<file path="config.mk">
export PLATFORM = sky130hd
export DESIGN_NAME = urv_dmem_bridge
export DESIGN_NICKNAME = d
export VERILOG_FILES = /design/src/rtl/urv_dmem_bridge.sv
export SDC_FILE = /design/constraint.sdc
export NUM_CORES = 1
export LEC_CHECK = 0
export BUFFER_PORTS_ARGS = -buffer_cell sky130_fd_sc_hd__clkbuf_2
export CAP_MARGIN = 20
export CORE_UTILIZATION = 35
export CTS_CLUSTER_DIAMETER = 50
export CTS_CLUSTER_SIZE = 12
export DETAILED_ROUTE_END_ITERATION = 12
export GPL_ROUTABILITY_DRIVEN = 0
export PLACE_DENSITY = 0.63
export SYNTH_ARGS = -nofsm -noshare
export SYNTH_HDL_FRONTEND = slang
export SYNTH_SLANG_ARGS = --single-unit
</file>
<file path="constraint.sdc">
create_clock -name clk_i -period 3.1 [get_ports clk_i]
set_input_delay 0.31 -clock clk_i [delete_from_list [all_inputs] [get_ports clk_i]]
set_output_delay 0.31 -clock clk_i [all_outputs]
set_load 0.05 [all_outputs]
</file>
<file path="src/rtl/urv_dmem_bridge.sv">
// urv_dmem_bridge
//   Bridges the core's single-access data-memory interface onto a pipelined
//   Wishbone master. Each access runs IDLE -> REQ -> WAIT_ACK -> DONE.
//   Misaligned accesses skip the bus and complete with an error.
//
// Parameters
//   TIMEOUT_CYCLES  Cycles allowed in WAIT_ACK before the cycle is aborted (1..255).
//
// Ports
//   clk_i, rst_n_i    Clock (rising edge) and asynchronous active-low reset.
//   dm_addr_i         Byte address of the access.
//   dm_data_s_i       Store data, with the operand in the low bits.
//   dm_fun_i          Access size: 000 B, 001 H, 010 W, 100 BU, 101 HU.
//   dm_load_i         One-cycle load strobe.
//   dm_store_i        One-cycle store strobe. Wins if both strobes are high.
//   dm_data_l_o       Raw load word. Holds until the next load. Cleared on a load error.
//   dm_load_done_o    One-cycle pulse when a load completes.
//   dm_store_done_o   One-cycle pulse when a store completes.
//   dm_error_o        Qualified by a done pulse: misaligned, bus error or timeout.
//   wb_*              Wishbone pipelined master.
module urv_dmem_bridge #(
  parameter int unsigned TIMEOUT_CYCLES = 255
) (
  input  logic        clk_i,
  input  logic        rst_n_i,
  input  logic [31:0] dm_addr_i,
  input  logic [31:0] dm_data_s_i,
  input  logic [2:0]  dm_fun_i,
  input  logic        dm_load_i,
  input  logic        dm_store_i,
  output logic [31:0] dm_data_l_o,
  output logic        dm_load_done_o,
  output logic        dm_store_done_o,
  output logic        dm_error_o,
  output logic        wb_cyc_o,
  output logic        wb_stb_o,
  output logic        wb_we_o,
  output logic [31:0] wb_adr_o,
  output logic [3:0]  wb_sel_o,
  output logic [31:0] wb_dat_o,
  input  logic [31:0] wb_dat_i,
  input  logic        wb_ack_i,
  input  logic        wb_err_i,
  input  logic        wb_stall_i
);

  typedef enum logic [1:0] {
    IDLE,
    REQ,
    WAIT_ACK,
    DONE
  } state_e;

  localparam logic [7:0] CntLast = 8'(TIMEOUT_CYCLES - 1);

  state_e      state_q, state_d;
  logic [31:0] adr_q, adr_d;
  logic [31:0] dat_q, dat_d;
  logic [31:0] data_l_q, data_l_d;
  logic [3:0]  sel_q, sel_d;
  logic        we_q, we_d;
  logic        misal_q, misal_d;
  logic        err_q, err_d;
  logic [7:0]  cnt_q, cnt_d;

  logic [3:0]  sel_new;
  logic [31:0] dat_new;
  logic        misal_new;

  // Lane steering and alignment check for the incoming request
  always_comb begin
    sel_new   = '0;
    dat_new   = '0;
    misal_new = 1'b0;
    case (dm_fun_i)
      3'b000, 3'b100: begin
        sel_new = 4'b0001 << dm_addr_i[1:0];
        dat_new = {4{dm_data_s_i[7:0]}};
      end
      3'b001, 3'b101: begin
        sel_new   = dm_addr_i[1] ? 4'b1100 : 4'b0011;
        dat_new   = {2{dm_data_s_i[15:0]}};
        misal_new = dm_addr_i[0];
      end
      3'b010: begin
        sel_new   = 4'b1111;
        dat_new   = dm_data_s_i;
        misal_new = |dm_addr_i[1:0];
      end
      default: misal_new = 1'b1;
    endcase
  end

  always_comb begin
    state_d         = state_q;
    adr_d           = adr_q;
    dat_d           = dat_q;
    data_l_d        = data_l_q;
    sel_d           = sel_q;
    we_d            = we_q;
    misal_d         = misal_q;
    err_d           = err_q;
    cnt_d           = cnt_q;
    wb_cyc_o        = 1'b0;
    wb_stb_o        = 1'b0;
    wb_we_o         = 1'b0;
    wb_sel_o        = '0;
    dm_load_done_o  = 1'b0;
    dm_store_done_o = 1'b0;
    dm_error_o      = 1'b0;

    case (state_q)
      IDLE: begin
        if (dm_store_i || dm_load_i) begin
          adr_d   = {dm_addr_i[31:2], 2'b00};
          sel_d   = sel_new;
          dat_d   = dat_new;
          we_d    = dm_store_i;
          misal_d = misal_new;
          err_d   = misal_new;
          state_d = REQ;
        end
      end

      REQ: begin
        // A misaligned access spends this cycle idle on the bus so that
        // strobe-to-done is exactly two cycles.
        wb_cyc_o = ~misal_q;
        wb_stb_o = ~misal_q;
        wb_we_o  = ~misal_q & we_q;
        wb_sel_o = misal_q ? 4'b0000 : sel_q;
        if (misal_q) begin
          state_d = DONE;
          if (!we_q) data_l_d = '0;
        end else if (!wb_stall_i) begin
          // The slave may answer in the same cycle it accepts the strobe.
          if (wb_err_i) begin
            err_d   = 1'b1;
            state_d = DONE;
            if (!we_q) data_l_d = '0;
          end else if (wb_ack_i) begin
            state_d = DONE;
            if (!we_q) data_l_d = wb_dat_i;
          end else begin
            cnt_d   = '0;
            state_d = WAIT_ACK;
          end
        end
      end

      WAIT_ACK: begin
        wb_cyc_o = 1'b1;
        wb_we_o  = we_q;
        wb_sel_o = sel_q;
        if (wb_err_i || (!wb_ack_i && cnt_q == CntLast)) begin
          err_d   = 1'b1;
          state_d = DONE;
          if (!we_q) data_l_d = '0;
        end else if (wb_ack_i) begin
          state_d = DONE;
          if (!we_q) data_l_d = wb_dat_i;
        end else begin
          cnt_d = cnt_q + 8'd1;
        end
      end

      DONE: begin
        dm_load_done_o  = ~we_q;
        dm_store_done_o = we_q;
        dm_error_o      = err_q;
        state_d         = IDLE;
      end

      default: state_d = IDLE;
    endcase
  end

  always_ff @(posedge clk_i or negedge rst_n_i) begin
    if (!rst_n_i) begin
      state_q  <= IDLE;
      adr_q    <= '0;
      dat_q    <= '0;
      data_l_q <= '0;
      sel_q    <= '0;
      we_q     <= 1'b0;
      misal_q  <= 1'b0;
      err_q    <= 1'b0;
      cnt_q    <= '0;
    end else begin
      state_q  <= state_d;
      adr_q    <= adr_d;
      dat_q    <= dat_d;
      data_l_q <= data_l_d;
      sel_q    <= sel_d;
      we_q     <= we_d;
      misal_q  <= misal_d;
      err_q    <= err_d;
      cnt_q    <= cnt_d;
    end
  end

  assign wb_adr_o    = adr_q;
  assign wb_dat_o    = dat_q;
  assign dm_data_l_o = data_l_q;

endmodule

</file>
==> impl_summary.log <==
INFO  metric status = complete, no violations
INFO  metric post-cts-setup-buffer-count = 0
INFO  metric fin_worst_skew = slightly below 8 ps
INFO  metric max_cap_violations = 0
INFO  metric rsz0062_at_grt = false
INFO  metric gr-usage-all-layers = between 15 and 20%
INFO  metric hpwl = between 9000 and 10000 um
INFO  metric synth_async_sr_flop_share = between 90% and 100%
INFO  metric worst_setup_path_startpoint = state_q[0]$_DFFE_PN0P_
INFO  metric yosys_most_used_dff = dfrtp_1
INFO  metric antenna_violating_nets_post_route = 0
INFO  metric timing.critical_path.to_type = output port
INFO  metric post_drt_via_cell_ratio = between 5 and 6
INFO  metric p_leak = around 3.3 nW
INFO  metric num_rows = 43
INFO  metric htree_depth = 3
INFO  metric min-delay-path-class = in -> reg
INFO  metric grt_start_max_net_pins = just over 60
INFO  metric vias = 4118
INFO  metric num-fill-cells = between 1000 and 1500
INFO  metric count_of_flip_flops_with_a_built_in_enable_after_synthesis = 0
INFO  metric drtPass1Iterations = 4
INFO  metric boundaryPins = about 210
INFO  metric tritoncts = built
INFO  metric final_report_setup_violation_count = 0
INFO  metric syn_inst = 423
INFO  metric worst-setup-path-type = reg -> out
INFO  metric worstPathRequired = approximately 2800 ps
INFO  metric final_common_cell = clkbuf_2
INFO  metric synth_seq_area_share = between 50 and 60%
INFO  metric drc = 0
INFO  metric overall_die_area = around 15000 sq um
INFO  metric area.growth.synth_to_final = 30.3%
INFO  metric clk_path_buf_depth = 2
INFO  metric critical_path_peak_fanout = 17
INFO  metric worst_slew_margin_rel = 51.7%
INFO  metric finalWirelength = around 13000 um
INFO  metric antenna_cells_inserted = 0
INFO  metric worst-endpoint-arrival = 2240 ps
INFO  metric tritoncts_num_sinks = about 110
INFO  metric commonest_non_fill_non_tap_cells_in_the_layout = clkbuf_2 (208), dfrtp_1 (111), a22o_1 (48), mux2_2 (39), o21ai_0 (34)
INFO  metric post_route_cells_drive_above_1_share = 44.5%
INFO  metric port_buffers = roughly 210
INFO  metric min_period = about 2500 ps
INFO  metric total_power = ~8.2 mW
INFO  metric vert_die_dim = 121 um
INFO  metric vdd.ir_drop.worst = around 850 uV
INFO  metric ratio_of_final_minimum_period_to_clock_period = approximately 82%
INFO  metric die_width = 121 um
INFO  metric worstReg2RegStart = state_q[0]$_DFFE_PN0P_
INFO  metric synth_warnings = 0
INFO  metric r2r-end = dm_data_l_o[19]$_DFFE_PN0P_
INFO  metric timing.fmax = 392 MHz
INFO  metric globalRoute.totalOverflow = 0
INFO  metric power_density = 1260 nW/um^2
INFO  metric cts_inserted_buffers = 9
INFO  metric core_area = 13900 sq um
INFO  metric layout.area.seq = around 2800 sq um
INFO  metric totalNegativeSetupSlack = 0 ps
INFO  metric antenna_found_initial = 0
INFO  metric worst_setup_hold_path_clk_slew = approximately 70 ps
INFO  metric first_iter_violations = between 150 and 200
INFO  metric clk_latency = between 300 and 400 ps
INFO  metric report.final.slew_viol_count = 0
INFO  metric hold_violations = 0
INFO  metric synth.lib_cells_used.distinct = 54
INFO  metric ys_seq_elements = 111
INFO  metric grt_pass1_vias = 4075
INFO  metric num-nets-final = 740
INFO  metric netlist_area = about 5000 sq um
INFO  metric clock_tree.root_cell = clkbuf_16
INFO  metric reg2reg_slack = 660 ps
INFO  metric r2r_cells = 7
INFO  metric syn-mean-instance-area = 11.8 sq um
INFO  metric critical_path.endpoint = wb_sel_o[1]
INFO  metric grt_first_pass_wirelength = just over 20000 um
INFO  metric ctsResizeCount = 0
INFO  metric worstMarginPinSlew = between 700 and 800 ps
INFO  metric start_kind = flip-flop
INFO  metric wl_per_cell = ~16 um
INFO  metric initial_core_util = a little over a third
INFO  metric multi_input_gate_area = around 2000 sq um
how the worst min path moves through the flow:
stage                 start  slack [ps]  cells after the start                          end
2_1_floorplan       rst_n_i          10                      0         cnt_q[0]$_DFFE_PN0P_
3_3_place_gp        rst_n_i         360                      1  dm_data_l_o[13]$_DFFE_PN0P_
3_5_place_dp        rst_n_i         380                      1  dm_data_l_o[11]$_DFFE_PN0P_
4_1_cts        wb_dat_i[25]         150                      2  dm_data_l_o[25]$_DFFE_PN0P_
5_1_grt        wb_dat_i[25]         160                      2  dm_data_l_o[25]$_DFFE_PN0P_
6_report       wb_dat_i[21]         170                      2  dm_data_l_o[21]$_DFFE_PN0P_
final cells by class:
type	count	area share (%)
multi-input cells	279	31.1
inverters	9	0.521
flip-flops and latches	111	42.9
clock buffers	9	3.48
well taps	180	3.48
repair buffers	217	17.5
clock inverters	6	1.04
cells by family after synthesis:
family	share of synthesized area, %
muxes	9.06
adders and majority gates	1.76
other	0.0754
AOI/OAI and AO/OA	19.5
DFF	55.9
buffers and inverters	3.82
and+or+nand+nor	9.96
registers in the layout (all words and copies together), names as in the netlist:
signal / cells
dm_data_l_o: 32
sel_q: 4
we_q: 1
wb_dat_o: 32
state_q: 2
err_q: 1
wb_adr_o: 30
cnt_q: 8
misal_q: 1
worst max-delay path, stage by stage (launching register included):
cell and delay, ps:
dfrtp_1 400, inv_1 140, ha_1 530, o21ai_0 240, inv_1 160, and2_1 140, clkbuf_2 270
synthesized netlist by cell type (2+ instances only):
cell,n,area [sq um]
nor2_1,9,33.8
and3b_1,2,17.5
o21ai_2,2,17.5
nand2b_1,4,25.0
a21o_1,2,15.0
nand3_1,5,25.0
dfrtp_1,111,2780
buf_2,8,40.0
a21oi_1,30,150
buf_6,6,67.6
ha_1,7,87.6
nand4_1,2,12.5
nor2b_1,14,87.6
or3_1,2,12.5
or4_1,2,15.0
nand2_1,33,124
mux2_2,39,439
and2_1,7,43.8
o21ai_1,2,10.0
a2bb2oi_1,3,26.3
o31ai_1,2,15.0
o21ai_0,34,170
buf_4,2,15.0
clkbuf_1,8,30.0
a22o_1,48,420
a211o_1,3,26.3
and3_1,2,12.5
inv_2,2,7.51
inv_1,7,26.3
what timing repair did:
item / CTS / global route
endpoints found under the setup margin: 0 / 0
hold buffers: 1 / 0
hold endpoints to repair: 5 / 0
stage by stage:
stage | cell area (sq um) | hold slack, ps | util, % | cells | setup slack (ps)
global route | 6480 | 165 | 46.7 | 811 | 359
floorplan | 4980 | 14.4 | - | 424 | 217
global placement | 6150 | 365 | 44.3 | 793 | 589
finish | 6480 | 170 | 46.7 | 811 | 550
CTS | 6470 | 154 | 46.6 | 810 | 502
detailed placement | 6170 | 376 | 44.4 | 794 | 670
power by group:
part | switching [mW] | internal (mW) | leakage [nW]
registers | 0.386 | 2.09 | 1.42
logic | 3.31 | 1.22 | 1.74
clock network | 0.542 | 0.629 | 0.144
total | 4.24 | 3.94 | 3.31
metal layers:
metal	routed length, um	up-vias	global-route usage, %
met2	6100	162	28.4
met5	0	-	0
met1	5470	2003	23.0
met3	1130	8	5.78
met4	125	0	6.17
li1	-	1945	-
(Power assumes the default switching activity.)
